$ cat src/rtl/decode_pkg.sv
// Shared decode constants: opcodes, ctrl bit positions, ALU codes, immediate formats
// and helpers for building control words and 32-bit immediates.
package decode_pkg;

    localparam logic [6:0] OPC_LOAD   = 7'b0000011;
    localparam logic [6:0] OPC_STORE  = 7'b0100011;
    localparam logic [6:0] OPC_OP     = 7'b0110011;
    localparam logic [6:0] OPC_OP_IMM = 7'b0010011;
    localparam logic [6:0] OPC_BRANCH = 7'b1100011;
    localparam logic [6:0] OPC_JAL    = 7'b1101111;
    localparam logic [6:0] OPC_JALR   = 7'b1100111;
    localparam logic [6:0] OPC_LUI    = 7'b0110111;
    localparam logic [6:0] OPC_AUIPC  = 7'b0010111;

    localparam int CTRL_REG_WRITE  = 7;
    localparam int CTRL_MEM_TO_REG = 6;
    localparam int CTRL_MEM_READ   = 5;
    localparam int CTRL_MEM_WRITE  = 4;
    localparam int CTRL_BRANCH     = 3;
    localparam int CTRL_ALU_SRC    = 2;
    localparam int CTRL_ALU_OP_MSB = 1;
    localparam int CTRL_ALU_OP_LSB = 0;

    localparam logic [1:0] ALUOP_ADD    = 2'b00;
    localparam logic [1:0] ALUOP_BRANCH = 2'b01;
    localparam logic [1:0] ALUOP_FUNCT  = 2'b10;

    localparam logic [3:0] ALU_AND = 4'b0000;
    localparam logic [3:0] ALU_OR  = 4'b0001;
    localparam logic [3:0] ALU_ADD = 4'b0010;
    localparam logic [3:0] ALU_SUB = 4'b0110;
    localparam logic [3:0] ALU_SLT = 4'b0111;

    typedef enum logic [2:0] {
        FMT_R = 3'd0,
        FMT_I = 3'd1,
        FMT_S = 3'd2,
        FMT_B = 3'd3,
        FMT_U = 3'd4,
        FMT_J = 3'd5
    } imm_fmt_e;

    function automatic logic [7:0] mk_ctrl(
        input logic       reg_write,
        input logic       mem_to_reg,
        input logic       mem_read,
        input logic       mem_write,
        input logic       branch,
        input logic       alu_src,
        input logic [1:0] alu_op
    );
        logic [7:0] c;
        c                                  = 8'h00;
        c[CTRL_REG_WRITE]                  = reg_write;
        c[CTRL_MEM_TO_REG]                 = mem_to_reg;
        c[CTRL_MEM_READ]                   = mem_read;
        c[CTRL_MEM_WRITE]                  = mem_write;
        c[CTRL_BRANCH]                     = branch;
        c[CTRL_ALU_SRC]                    = alu_src;
        c[CTRL_ALU_OP_MSB:CTRL_ALU_OP_LSB] = alu_op;
        return c;
    endfunction

    // Sign-extended 32-bit immediate; callers widen to XLEN with a signed cast.
    function automatic logic [31:0] imm32(input logic [31:0] ins, input imm_fmt_e fmt);
        logic [31:0] v;
        case (fmt)
            FMT_I:   v = {{20{ins[31]}}, ins[31:20]};
            FMT_S:   v = {{20{ins[31]}}, ins[31:25], ins[11:7]};
            FMT_B:   v = {{19{ins[31]}}, ins[31], ins[7], ins[30:25], ins[11:8], 1'b0};
            FMT_U:   v = {ins[31:12], 12'h000};
            FMT_J:   v = {{11{ins[31]}}, ins[31], ins[19:12], ins[20], ins[30:21], 1'b0};
            default: v = 32'h0000_0000;
        endcase
        return v;
    endfunction

endpackage

$ cat src/rtl/decode_stage_if.sv
// Fetch/decode/write-back bundle of decode_stage; master drives the fetch and
// control side, slave is the decode stage itself.
interface decode_stage_if #(
    parameter int XLEN = 32,
    parameter int AW   = 5
);
    logic            valid_in;
    logic [XLEN-1:0] pc_in;
    logic [31:0]     instr_in;
    logic            stall;
    logic            flush;
    logic            wb_en;
    logic [AW-1:0]   wb_addr;
    logic [XLEN-1:0] wb_data;
    logic            ex_mem_read;
    logic [4:0]      ex_rd;

    logic            hazard;
    logic            valid_out;
    logic [XLEN-1:0] pc_out;
    logic [XLEN-1:0] rs1_data;
    logic [XLEN-1:0] rs2_data;
    logic [XLEN-1:0] imm;
    logic [4:0]      rs1;
    logic [4:0]      rs2;
    logic [4:0]      rd;
    logic [3:0]      alu_ctrl;
    logic [7:0]      ctrl;

    modport master (
        output valid_in, pc_in, instr_in, stall, flush,
        output wb_en, wb_addr, wb_data, ex_mem_read, ex_rd,
        input  hazard, valid_out, pc_out, rs1_data, rs2_data, imm,
        input  rs1, rs2, rd, alu_ctrl, ctrl
    );

    modport slave (
        input  valid_in, pc_in, instr_in, stall, flush,
        input  wb_en, wb_addr, wb_data, ex_mem_read, ex_rd,
        output hazard, valid_out, pc_out, rs1_data, rs2_data, imm,
        output rs1, rs2, rd, alu_ctrl, ctrl
    );
endinterface

$ cat src/rtl/decode_stage_reg_file.sv
// Register file: two combinational read ports, one write port, x0 hard-wired to zero.
// DECODE_WB_BYPASS_EN forwards a same-cycle write to the read ports.
module reg_file #(
    parameter int  XLEN  = 32,
    parameter int  NREGS = 32,
    localparam int AW    = $clog2(NREGS)
) (
    input  logic            clk,
    input  logic [4:0]      i_rs1_addr,
    input  logic [4:0]      i_rs2_addr,
    output logic [XLEN-1:0] o_rs1_data,
    output logic [XLEN-1:0] o_rs2_data,
    input  logic            i_wr_en,
    input  logic [AW-1:0]   i_wr_addr,
    input  logic [XLEN-1:0] i_wr_data
);
    logic [XLEN-1:0] r_mem [NREGS];
    logic            w_wr_ok;

    assign w_wr_ok = i_wr_en && (i_wr_addr != '0) && (int'(i_wr_addr) < NREGS);

    // Storage update; no reset so contents survive a pipeline reset.
    always_ff @(posedge clk) begin
        if (w_wr_ok) begin
            r_mem[i_wr_addr] <= i_wr_data;
        end
    end

    // Read port 1 (indices beyond NREGS read as zero on the 16-entry variant).
    always_comb begin
        o_rs1_data = '0;
        if ((i_rs1_addr == 5'd0) || (int'(i_rs1_addr) >= NREGS)) begin
            o_rs1_data = '0;
`ifdef DECODE_WB_BYPASS_EN
        end else if (w_wr_ok && (i_rs1_addr == 5'(i_wr_addr))) begin
            o_rs1_data = i_wr_data;
`endif
        end else begin
            o_rs1_data = r_mem[i_rs1_addr[AW-1:0]];
        end
    end

    // Read port 2.
    always_comb begin
        o_rs2_data = '0;
        if ((i_rs2_addr == 5'd0) || (int'(i_rs2_addr) >= NREGS)) begin
            o_rs2_data = '0;
`ifdef DECODE_WB_BYPASS_EN
        end else if (w_wr_ok && (i_rs2_addr == 5'(i_wr_addr))) begin
            o_rs2_data = i_wr_data;
`endif
        end else begin
            o_rs2_data = r_mem[i_rs2_addr[AW-1:0]];
        end
    end

endmodule

$ cat src/rtl/decode_stage.sv
// RV32I/RV64I decode stage: instruction decode, load-use hazard detection and the
// ID/EX pipeline register. Optional DECODE_WB_BYPASS_EN enables write-back forwarding.
module decode_stage
    import decode_pkg::*;
#(
    parameter int XLEN  = 32,
    parameter int NREGS = 32
) (
    input logic           clk,
    input logic           rst,
    decode_stage_if.slave bus
);
    logic [6:0]      w_opcode;
    logic [4:0]      w_rs1_f;
    logic [4:0]      w_rs2_f;
    logic [4:0]      w_rd_f;
    logic [2:0]      w_funct3;
    logic            w_funct7_b5;
    imm_fmt_e        w_fmt;
    logic [7:0]      w_ctrl;
    logic            w_legal;
    logic [3:0]      w_alu_ctrl;
    logic [XLEN-1:0] w_imm;
    logic            w_uses_rs2;
    logic            w_hazard;
    logic [XLEN-1:0] w_rs1_data;
    logic [XLEN-1:0] w_rs2_data;

    logic            r_valid;
    logic [XLEN-1:0] r_pc;
    logic [XLEN-1:0] r_rs1_data;
    logic [XLEN-1:0] r_rs2_data;
    logic [XLEN-1:0] r_imm;
    logic [4:0]      r_rs1;
    logic [4:0]      r_rs2;
    logic [4:0]      r_rd;
    logic [3:0]      r_alu_ctrl;
    logic [7:0]      r_ctrl;

    assign w_opcode    = bus.instr_in[6:0];
    assign w_rd_f      = bus.instr_in[11:7];
    assign w_funct3    = bus.instr_in[14:12];
    assign w_rs1_f     = bus.instr_in[19:15];
    assign w_rs2_f     = bus.instr_in[24:20];
    assign w_funct7_b5 = bus.instr_in[30];

    reg_file #(
        .XLEN  (XLEN),
        .NREGS (NREGS)
    ) u_reg_file (
        .clk        (clk),
        .i_rs1_addr (w_rs1_f),
        .o_rs1_data (w_rs1_data),
        .i_rs2_addr (w_rs2_f),
        .o_rs2_data (w_rs2_data),
        .i_wr_en    (bus.wb_en),
        .i_wr_addr  (bus.wb_addr),
        .i_wr_data  (bus.wb_data)
    );

    // Opcode decode: immediate format and control word; unknown opcodes stay illegal.
    always_comb begin
        w_fmt   = FMT_R;
        w_ctrl  = 8'h00;
        w_legal = 1'b0;
        case (w_opcode)
            OPC_LOAD: begin
                w_fmt   = FMT_I;
                w_ctrl  = mk_ctrl(1'b1, 1'b1, 1'b1, 1'b0, 1'b0, 1'b1, ALUOP_ADD);
                w_legal = 1'b1;
            end
            OPC_STORE: begin
                w_fmt   = FMT_S;
                w_ctrl  = mk_ctrl(1'b0, 1'b0, 1'b0, 1'b1, 1'b0, 1'b1, ALUOP_ADD);
                w_legal = 1'b1;
            end
            OPC_OP: begin
                w_fmt   = FMT_R;
                w_ctrl  = mk_ctrl(1'b1, 1'b0, 1'b0, 1'b0, 1'b0, 1'b0, ALUOP_FUNCT);
                w_legal = 1'b1;
            end
            OPC_OP_IMM: begin
                w_fmt   = FMT_I;
                w_ctrl  = mk_ctrl(1'b1, 1'b0, 1'b0, 1'b0, 1'b0, 1'b1, ALUOP_FUNCT);
                w_legal = 1'b1;
            end
            OPC_BRANCH: begin
                w_fmt   = FMT_B;
                w_ctrl  = mk_ctrl(1'b0, 1'b0, 1'b0, 1'b0, 1'b1, 1'b0, ALUOP_BRANCH);
                w_legal = 1'b1;
            end
            OPC_JAL: begin
                w_fmt   = FMT_J;
                w_ctrl  = mk_ctrl(1'b1, 1'b0, 1'b0, 1'b0, 1'b0, 1'b0, ALUOP_ADD);
                w_legal = 1'b1;
            end
            OPC_JALR: begin
                w_fmt   = FMT_I;
                w_ctrl  = mk_ctrl(1'b1, 1'b0, 1'b0, 1'b0, 1'b0, 1'b1, ALUOP_ADD);
                w_legal = 1'b1;
            end
            OPC_LUI, OPC_AUIPC: begin
                w_fmt   = FMT_U;
                w_ctrl  = mk_ctrl(1'b1, 1'b0, 1'b0, 1'b0, 1'b0, 1'b1, ALUOP_ADD);
                w_legal = 1'b1;
            end
            default: begin
                w_fmt   = FMT_R;
                w_ctrl  = 8'h00;
                w_legal = 1'b0;
            end
        endcase
    end

    // ALU operation; SUB from funct7 only applies to register-register ops.
    always_comb begin
        w_alu_ctrl = ALU_ADD;
        case (w_ctrl[CTRL_ALU_OP_MSB:CTRL_ALU_OP_LSB])
            ALUOP_ADD:    w_alu_ctrl = ALU_ADD;
            ALUOP_BRANCH: w_alu_ctrl = ALU_SUB;
            ALUOP_FUNCT: begin
                case (w_funct3)
                    3'b000: begin
                        if ((w_opcode == OPC_OP) && w_funct7_b5) begin
                            w_alu_ctrl = ALU_SUB;
                        end else begin
                            w_alu_ctrl = ALU_ADD;
                        end
                    end
                    3'b111:  w_alu_ctrl = ALU_AND;
                    3'b110:  w_alu_ctrl = ALU_OR;
                    3'b010:  w_alu_ctrl = ALU_SLT;
                    default: w_alu_ctrl = ALU_ADD;
                endcase
            end
            default: w_alu_ctrl = ALU_ADD;
        endcase
    end

    assign w_imm = XLEN'($signed(imm32(bus.instr_in, w_fmt)));

    // Load-use hazard; rs2 only counts for formats that actually read it.
    always_comb begin
        w_uses_rs2 = 1'b0;
        w_hazard   = 1'b0;
        if ((w_opcode == OPC_OP) || (w_opcode == OPC_STORE) || (w_opcode == OPC_BRANCH)) begin
            w_uses_rs2 = 1'b1;
        end else begin
            w_uses_rs2 = 1'b0;
        end
        if (bus.ex_mem_read && (bus.ex_rd != 5'd0) && bus.valid_in) begin
            w_hazard = (bus.ex_rd == w_rs1_f) || ((bus.ex_rd == w_rs2_f) && w_uses_rs2);
        end else begin
            w_hazard = 1'b0;
        end
    end

    // ID/EX register: reset > flush > stall > bubble (hazard, no valid, illegal) > load.
    always_ff @(posedge clk) begin
        if (rst) begin
            r_valid    <= 1'b0;
            r_pc       <= '0;
            r_rs1_data <= '0;
            r_rs2_data <= '0;
            r_imm      <= '0;
            r_rs1      <= 5'd0;
            r_rs2      <= 5'd0;
            r_rd       <= 5'd0;
            r_alu_ctrl <= 4'd0;
            r_ctrl     <= 8'h00;
        end else if (bus.flush) begin
            r_valid <= 1'b0;
            r_ctrl  <= 8'h00;
        end else if (bus.stall) begin
            r_valid <= r_valid;
            r_ctrl  <= r_ctrl;
        end else if (w_hazard || !bus.valid_in || !w_legal) begin
            r_valid <= 1'b0;
            r_ctrl  <= 8'h00;
        end else begin
            r_valid    <= 1'b1;
            r_pc       <= bus.pc_in;
            r_rs1_data <= w_rs1_data;
            r_rs2_data <= w_rs2_data;
            r_imm      <= w_imm;
            r_rs1      <= w_rs1_f;
            r_rs2      <= w_rs2_f;
            r_rd       <= w_rd_f;
            r_alu_ctrl <= w_alu_ctrl;
            r_ctrl     <= w_ctrl;
        end
    end

    assign bus.hazard    = w_hazard;
    assign bus.valid_out = r_valid;
    assign bus.pc_out    = r_pc;
    assign bus.rs1_data  = r_rs1_data;
    assign bus.rs2_data  = r_rs2_data;
    assign bus.imm       = r_imm;
    assign bus.rs1       = r_rs1;
    assign bus.rs2       = r_rs2;
    assign bus.rd        = r_rd;
    assign bus.alu_ctrl  = r_alu_ctrl;
    assign bus.ctrl      = r_ctrl;

endmodule
$ cat src/flat_wrapper.sv
// flat-port wrapper written by rule: the top's interface ports become plain ports
module decode_stage_flat import decode_pkg::*;
#(
    parameter int XLEN  = 32,
    parameter int NREGS = 32
)
  (clk, rst, bus_valid_in, bus_pc_in, bus_instr_in, bus_stall, bus_flush, bus_wb_en, bus_wb_addr, bus_wb_data, bus_ex_mem_read, bus_ex_rd, bus_hazard, bus_valid_out, bus_pc_out, bus_rs1_data, bus_rs2_data, bus_imm, bus_rs1, bus_rs2, bus_rd, bus_alu_ctrl, bus_ctrl);
  decode_stage_if #(.XLEN(XLEN)) bus_i ();
  input logic clk;
  input logic rst;
  input wire logic [$bits(bus_i.valid_in)-1:0] bus_valid_in;
  input wire logic [$bits(bus_i.pc_in)-1:0] bus_pc_in;
  input wire logic [$bits(bus_i.instr_in)-1:0] bus_instr_in;
  input wire logic [$bits(bus_i.stall)-1:0] bus_stall;
  input wire logic [$bits(bus_i.flush)-1:0] bus_flush;
  input wire logic [$bits(bus_i.wb_en)-1:0] bus_wb_en;
  input wire logic [$bits(bus_i.wb_addr)-1:0] bus_wb_addr;
  input wire logic [$bits(bus_i.wb_data)-1:0] bus_wb_data;
  input wire logic [$bits(bus_i.ex_mem_read)-1:0] bus_ex_mem_read;
  input wire logic [$bits(bus_i.ex_rd)-1:0] bus_ex_rd;
  output wire logic [$bits(bus_i.hazard)-1:0] bus_hazard;
  output wire logic [$bits(bus_i.valid_out)-1:0] bus_valid_out;
  output wire logic [$bits(bus_i.pc_out)-1:0] bus_pc_out;
  output wire logic [$bits(bus_i.rs1_data)-1:0] bus_rs1_data;
  output wire logic [$bits(bus_i.rs2_data)-1:0] bus_rs2_data;
  output wire logic [$bits(bus_i.imm)-1:0] bus_imm;
  output wire logic [$bits(bus_i.rs1)-1:0] bus_rs1;
  output wire logic [$bits(bus_i.rs2)-1:0] bus_rs2;
  output wire logic [$bits(bus_i.rd)-1:0] bus_rd;
  output wire logic [$bits(bus_i.alu_ctrl)-1:0] bus_alu_ctrl;
  output wire logic [$bits(bus_i.ctrl)-1:0] bus_ctrl;
  assign bus_i.valid_in = bus_valid_in;
  assign bus_i.pc_in = bus_pc_in;
  assign bus_i.instr_in = bus_instr_in;
  assign bus_i.stall = bus_stall;
  assign bus_i.flush = bus_flush;
  assign bus_i.wb_en = bus_wb_en;
  assign bus_i.wb_addr = bus_wb_addr;
  assign bus_i.wb_data = bus_wb_data;
  assign bus_i.ex_mem_read = bus_ex_mem_read;
  assign bus_i.ex_rd = bus_ex_rd;
  assign bus_hazard = bus_i.hazard;
  assign bus_valid_out = bus_i.valid_out;
  assign bus_pc_out = bus_i.pc_out;
  assign bus_rs1_data = bus_i.rs1_data;
  assign bus_rs2_data = bus_i.rs2_data;
  assign bus_imm = bus_i.imm;
  assign bus_rs1 = bus_i.rs1;
  assign bus_rs2 = bus_i.rs2;
  assign bus_rd = bus_i.rd;
  assign bus_alu_ctrl = bus_i.alu_ctrl;
  assign bus_ctrl = bus_i.ctrl;
  decode_stage #(.XLEN(XLEN), .NREGS(NREGS)) u_core (.clk(clk), .rst(rst), .bus(bus_i));
endmodule
$ cat config.mk
export PLATFORM = sky130hd
export DESIGN_NAME = decode_stage_flat
export DESIGN_NICKNAME = d
export VERILOG_FILES = /design/src/rtl/decode_pkg.sv /design/src/rtl/decode_stage_if.sv /design/src/rtl/decode_stage_reg_file.sv /design/src/rtl/decode_stage.sv /design/src/flat_wrapper.sv
export SDC_FILE = /design/constraint.sdc
export NUM_CORES = 2
export LEC_CHECK = 0
export CAP_MARGIN = 10
export CORE_MARGIN = 2
export CORE_UTILIZATION = 37
export CTS_BUF_LIST = sky130_fd_sc_hd__clkbuf_8
export CTS_CLUSTER_SIZE = 30
export DETAILED_ROUTE_END_ITERATION = 10
export PLACE_DENSITY = 0.54
export SLEW_MARGIN = 20
export SYNTH_ARGS = -nofsm -noshare
export SYNTH_HDL_FRONTEND = slang
export SYNTH_SLANG_ARGS = --single-unit
export TNS_END_PERCENT = 20
$ cat constraint.sdc
create_clock -name clk -period 3.81 [get_ports clk]
set_clock_uncertainty 0.2 [all_clocks]
set_input_delay 0.762 -clock clk [delete_from_list [all_inputs] [get_ports clk]]
set_output_delay 0.762 -clock clk [all_outputs]
set_load 0.005 [all_outputs]
=== After elaboration in Yosys (flattened, before gate mapping) ===
Memory sizes are Yosys's and may differ from the RTL's.
Index checks and enable logic that the tools add are counted.

* Equality and inequality tests: 21
* Multiplexer cells: 15
* Bitwise gates (word level): 3
* Reduce and logical (&&, ||, !) cells: 23

{| class="wikitable"
|+ Operator list
! kind !! number
|-
| $pmux 32 s5 || 1
|-
| $mux 32 || 2
|-
| $pmux 8 s7 || 1
|-
| $eq 7x6->1 const B || 3
|-
| $eq 7x7->1 const B || 3
|-
| $pmux 3 s5 || 1
|-
| $eq 7x5->1 const B || 2
|-
| $eq 3x3->1 const B || 4
|-
| $pmux 3 s4 || 1
|-
| $eq 5x5->1 || 2
|-
| $logic_not 5->1 || 2
|-
| $reduce_bool 5->1 || 2
|-
| $eq 3x2->1 const B || 3
|-
| $reduce_or 9->1 || 1
|-
| $mux 8 || 1
|-
| $pmux 4 s2 || 1
|-
| $eq 7x2->1 const B || 1
|-
| $mux 1 || 6
|-
| $reduce_or 3->1 || 2
|-
| $logic_and 1x1->1 || 5
|-
| $logic_or 1x1->1 || 5
|-
| $reduce_or 2->1 || 2
|-
| $eq 3x1->1 const B || 1
|-
| $logic_not 3->1 || 1
|-
| 6 further kinds || 9
|}

* Bits in registers: 156
* RAM bits: 1024
* Bits of input ports: 113
* Output and inout bits: 157
* Memories kept: 1

{| class="wikitable"
|+ Memory list
! memory !! words !! bits a word !! rd ports !! clocked after memory_dff !! write ports !! line !! source
|-
| u_core.u_reg_file.r_mem || 32 || 32 || 2 || 0 || 1 || decode_stage_reg_file.sv:17 || <nowiki>logic [XLEN-1:0] r_mem [NREGS];</nowiki>
|}

=== Depth between registers and ports, before layout ===
* Depth in word-level cells: 11
* Depth in mapped cells: 9
* Gate-level depth less buffers: 9

=== Cells and area by module ===
A second synthesis with hierarchy kept.

* Cells, all modules: 3289
* Area total of the unflattened synthesis: 53759.1 um^2

{| class="wikitable"
|+ By module, submodules not included
! module !! times used !! cells an instance !! area an instance (um^2) !! seq. area each (um^2)
|-
| reg_file || 1 || 2564 || 47904.7 || 30749.5
|-
| decode_stage || 1 || 725 || 5854.4 || 3062.9
|}

=== Least setup slack after synthesis ===
Ideal clock, no wire load.

* Kind: input-to-reg
* Start point: in bus_wb_addr[1]
* End point: mem u_core.u_reg_file.r_mem[28][0], enable pin
* Library setup time: 0.421 ns
* Data arrival time: 2.582 ns
* Required time: 3.189 ns
* Setup slack: 0.607 ns
* Cell stages on the path: 3
* Path buffers: 1
* Path through: or2_2 clkbuf_1 nor2_1

* Longest elaborated chain between the ends: 4

{| class="wikitable"
|+ Ends and longest elaborated chain
! item !! line !! source
|-
| start, declared || flat_wrapper.sv:17 || <nowiki>input wire logic [$bits(bus_i.wb_addr)-1:0] bus_wb_addr;</nowiki>
|-
| $reduce_bool 5->1 || decode_stage_reg_file.sv:20 || <nowiki>assign w_wr_ok = i_wr_en && (i_wr_addr != '0) && (int'(i_wr_addr) < NREGS);</nowiki>
|-
| $logic_and 1x1->1 || decode_stage_reg_file.sv:20 ||
|-
| $mux 1 || decode_stage_reg_file.sv:24 || <nowiki>if (w_wr_ok) begin</nowiki>
|-
| $mux 1 (implied by the code) || decode_stage_reg_file.sv:25 || <nowiki>r_mem[i_wr_addr] <= i_wr_data;</nowiki>
|-
| end, declared || decode_stage_reg_file.sv:17 ||
|}

Several ways; a longest one is shown, not always the timed one.

=== Worst setup path in the final report ===
* Start point: in bus_ex_rd[2]
* End point: out bus_hazard

* Longest elaborated chain between the ends: 4

{| class="wikitable"
|+ Ends and longest elaborated chain
! item !! line !! source
|-
| start, declared || flat_wrapper.sv:20 || <nowiki>input wire logic [$bits(bus_i.ex_rd)-1:0] bus_ex_rd;</nowiki>
|-
| $eq 5x5->1 or $reduce_bool 5->1 (tied branches) || decode_stage.sv:152, decode_stage.sv:151 ||
|-
| $logic_and 1x1->1 (on tied branches) || decode_stage.sv:152, decode_stage.sv:151 ||
|-
| $logic_or 1x1->1 or $logic_and 1x1->1 (tied branches) || decode_stage.sv:152, decode_stage.sv:151 ||
|-
| $mux 1 * || decode_stage.sv:151 || <nowiki>if (bus.ex_mem_read && (bus.ex_rd != 5'd0) && bus.valid_in) begin</nowiki>
|-
| end, declared || flat_wrapper.sv:21 || <nowiki>output wire logic [$bits(bus_i.hazard)-1:0] bus_hazard;</nowiki>
|}

Every way passes the cells marked *; elsewhere a longest branch is shown, timed or not.

==> summary.txt <==
STA
  • Setup TNS: 0 ps
  • Hold Vio Cnt, Final: 0
  • Max-slew violation count: 0
  • Final setup violating endpoints: 0
  • Crit share post-route: 96.1%
  • Worst-Margin Slew: 1070 ps
  • Worst slew margin: 28.3%
  • RSZ-0062 raised after global routing: no
  • Final Critical Period: 3660 ps
  • Max Fclk: 0.273 GHz

Setup path
  • CP Capture Type: primary output
  • CP max stage cell: or4_1
  • Worst EP required: 2850 ps
  • Crit path cell chain: clkdlybuf4s50_1, buf_4, or4_1, o211ai_1, a21o_2, inv_1, dlygate4sd2_1
  • FF-to-FF Start: u_core.u_reg_file.r_mem[14][9]$_DFFE_PP_
  • Crit Path Max Fanout: 2
  • Critical Path Start Type: input pin
  • CP top delay family: buffers and inverters
  • Worst EP arrival: 2700 ps
  • Worst setup path class: input pin to primary output
  • Worst r2r path cells: 4
  • Worst path bufs/invs: 4
  • R2R Setup Slk: 1460 ps
  • Worst R2R End: u_core.bus.rs1_data[9]$_SDFFE_PP0P_
  • CP peak stage delay: 470 ps

Clocking
  • CTS Buf Count: 193
  • Worst-skew pair later-pin latency: 920 ps
  • CTS tree: yes
  • Max Root-Sink Buffers: 3
  • Root buf cell: clkbuf_8
  • Clk sink count: 1177
  • H-tree depth: 4
  • Worst-path clk slew: 60 ps

Yosys
  • Post-synthesis cell count: 2914
  • Top FF cell, synth: edfxtp_1
  • Post-synth EDFFs: 1024
  • Sequential element share of the synthesized area: 63.7%
  • Mapped cell area: 0.0531 sq mm
  • Synth Area per Inst: 18.2 sq um
  • FF+latch count, synth: 1177
  • Distinct cells, synth: 54
  • Post-synthesis async set-or-reset flop share: 0%
  • YS warnings: 0

Status
  • Run status: finished, final reports clean

Layout
  • Layout cell share with drive strength beyond 1: 33.0%
  • Most common cell after layout, fill and taps aside: edfxtp_1
  • FILL cells: 12400
  • Nets@finish: 3457
  • Layout area overhead: 19.2%
  • Most frequent cells in the layout: edfxtp_1 (1024), mux4_2 (512), clkdlybuf4s50_1 (243)
  • Non-Filler Instances: 5410

Floorplanning
  • Die ar.: 0.147 sq mm
  • Die H: 383 um
  • Die Span X: 383 um
  • Placeable Area: 0.143 sq mm
  • Io pins: 270
  • Starting Density: 37.1%
  • Cell Rows: 139

Power and ir drop
  • Flop pwr share: 52.1%
  • Max VDD drop: 0.356 mV
  • Net Sw Power: 6570 uW
  • Cell Pwr Density: 432 mW/mm^2
  • Leakage: 0.0199 uW
  • Sw Share: 24.0%
  • Internal power: 20800 uW
  • Power share of the combinational group: 8.7%
  • Clk pwr share: 39.2%

Drt
  • DR vias/cell: 6.07
  • Initial drt markers: 3577
  • Antenna-violating nets left: 0
  • # DRC: 0
  • Routed len/inst: 32.1 um
  • Vias: 32800
  • Post-Route WL: 174 mm
  • DR pass1 iterations: 6

Min path
  • Hold-critical path endpoint: u_core.u_reg_file.r_mem[19][10]$_DFFE_PP_
  • Min-Delay Path Class: input pin to flop
  • Worst Hold Launch: bus_wb_data[10]
  • Hold Crit Depth: 1

Global routing
  • Initial antenna violation count: 14
  • Gr usage total: 23.5%
  • Vias in the first global route: 34200
  • Total grt overflow: 0
  • First-pass GRT wire length: 247 mm
  • Largest net degree at the start of global routing: 101

Run
  • Max-Cap Viols: 0

Placement
  • DP Cell Count: 5048
  • IO Port Bufs: 268
  • Placed wire-length estimate: 102 mm
  • Gpl congestion: 0.891
-- worst reg2reg max path, stage by stage, from the launching register on --
cell	delay (ps)
edfxtp_1	400
mux4_2	500
mux4_2	490
o21ai_0	510
o2bb2ai_1	120
-- power by group through the flow --
stage	combinational [uW]	sequential (uW)	clock [uW]
5_1_grt	2510	14300	11500
2_1_floorplan	1380	14500	0
3_5_place_dp	2390	14500	0
6_report	2380	14300	10700
3_3_place_gp	2360	14500	0
4_1_cts	2400	14300	11000
-- worst max-delay path by stage --
stage                                          endpoint  cells after the start       startpoint
5_1_grt                                      bus_hazard                      7     bus_ex_rd[2]
3_5_place_dp                                 bus_hazard                      7  bus_instr_in[3]
4_1_cts                                      bus_hazard                      7     bus_ex_rd[2]
3_3_place_gp                                 bus_hazard                      7  bus_instr_in[3]
2_1_floorplan  u_core.u_reg_file.r_mem[28][0]$_DFFE_PP_                      3   bus_wb_addr[1]
6_report                                     bus_hazard                      7     bus_ex_rd[2]
-- layer usage --
metal	vias up	part of all wire [%]	global-route usage, %
li1	13200	-	-
met3	329	8.5	4.76
met5	-	0.044	0
met4	14	2.7	7.36
met2	1703	48	38.3
met1	17600	41	31.9
-- repair_timing --
action / 4_1_cts / 5_1_grt
hold buffers: 1 / 0
buffers inserted: 1 / 0
gates resized for setup: 2 / 0
setup endpoints to repair: 1 / 0
endpoints found under the hold margin: 1 / 0
-- cells by family after synthesis --
group	after synthesis	synth area share (%)
flops	1177	63.7
buf+inv	265	2.30
mux	642	24.5
xor+xnor	10	0.165
compound gates	568	6.89
other cells	1	0.00706
simple gates	249	2.49
fa+ha+maj	2	0.0471
-- metrics by stage --
stage	hold slack, ps	power (uW)	utilization (%)	instance area, sq um	setup WS (ps)
after detailed placement	247	16900	41.7	59600	-86.4
after CTS	99.6	27700	44.3	63400	148
after global placement	247	16900	41.7	59600	-180
after global routing	147	28300	44.2	63300	92.1
final	168	27400	44.2	63300	148
after floorplan	256	15900	-	53200	607
-- synth_stat cells, drive strengths merged (7+ instances only) --
cell type | n | area (sq um)
o2bb2ai | 88 | 771
mux2 | 128 | 1440
edfxtp | 1024 | 30700
clkbuf | 105 | 399
nor2 | 45 | 169
nand2b | 13 | 81.3
nor2b | 67 | 419
dfxtp | 153 | 3060
a211oi | 67 | 503
mux4 | 512 | 11500
a21oi | 141 | 717
inv | 8 | 30.0
nor3b | 7 | 52.6
o31ai | 62 | 465
nand2 | 24 | 90.1
xor2 | 8 | 70.1
nand4 | 8 | 50.1
nand3 | 65 | 325
buf | 152 | 791
o22ai | 65 | 407
o21ai | 124 | 621
-- state kept, by name, summed over array words and instances, names as in the netlist --
| name | cells |
|---|---|
| u_core.bus.rs1 | 5 |
| u_core.bus.rs2_data | 32 |
| u_core.bus.pc_out | 32 |
| u_core.u_reg_file.r_mem | 1024 |
| u_core.bus.alu_ctrl | 3 |
| u_core.bus.ctrl | 6 |
| u_core.bus.rd | 5 |
| u_core.bus.rs2 | 5 |
| u_core.bus.imm | 32 |
| u_core.bus.valid_out | 1 |
| u_core.bus.rs1_data | 32 |
-- layout make-up --
| cell class | instances | area, sq um | share of cell area, % |
|---|---|---|---|
| flip-flops and latches | 1177 | 33800 | 53.4 |
| multi-input cells | 1504 | 18500 | 29.1 |
| repair buffers | 458 | 4910 | 7.75 |
| clock buffers | 216 | 2970 | 4.69 |
| well taps | 1903 | 2380 | 3.76 |
| clock inverters | 142 | 752 | 1.19 |
| inverters | 8 | 30.0 | 0.0474 |
| diodes | 2 | 5.00 | 0.00790 |
Power figures use the tool's default switching activity.
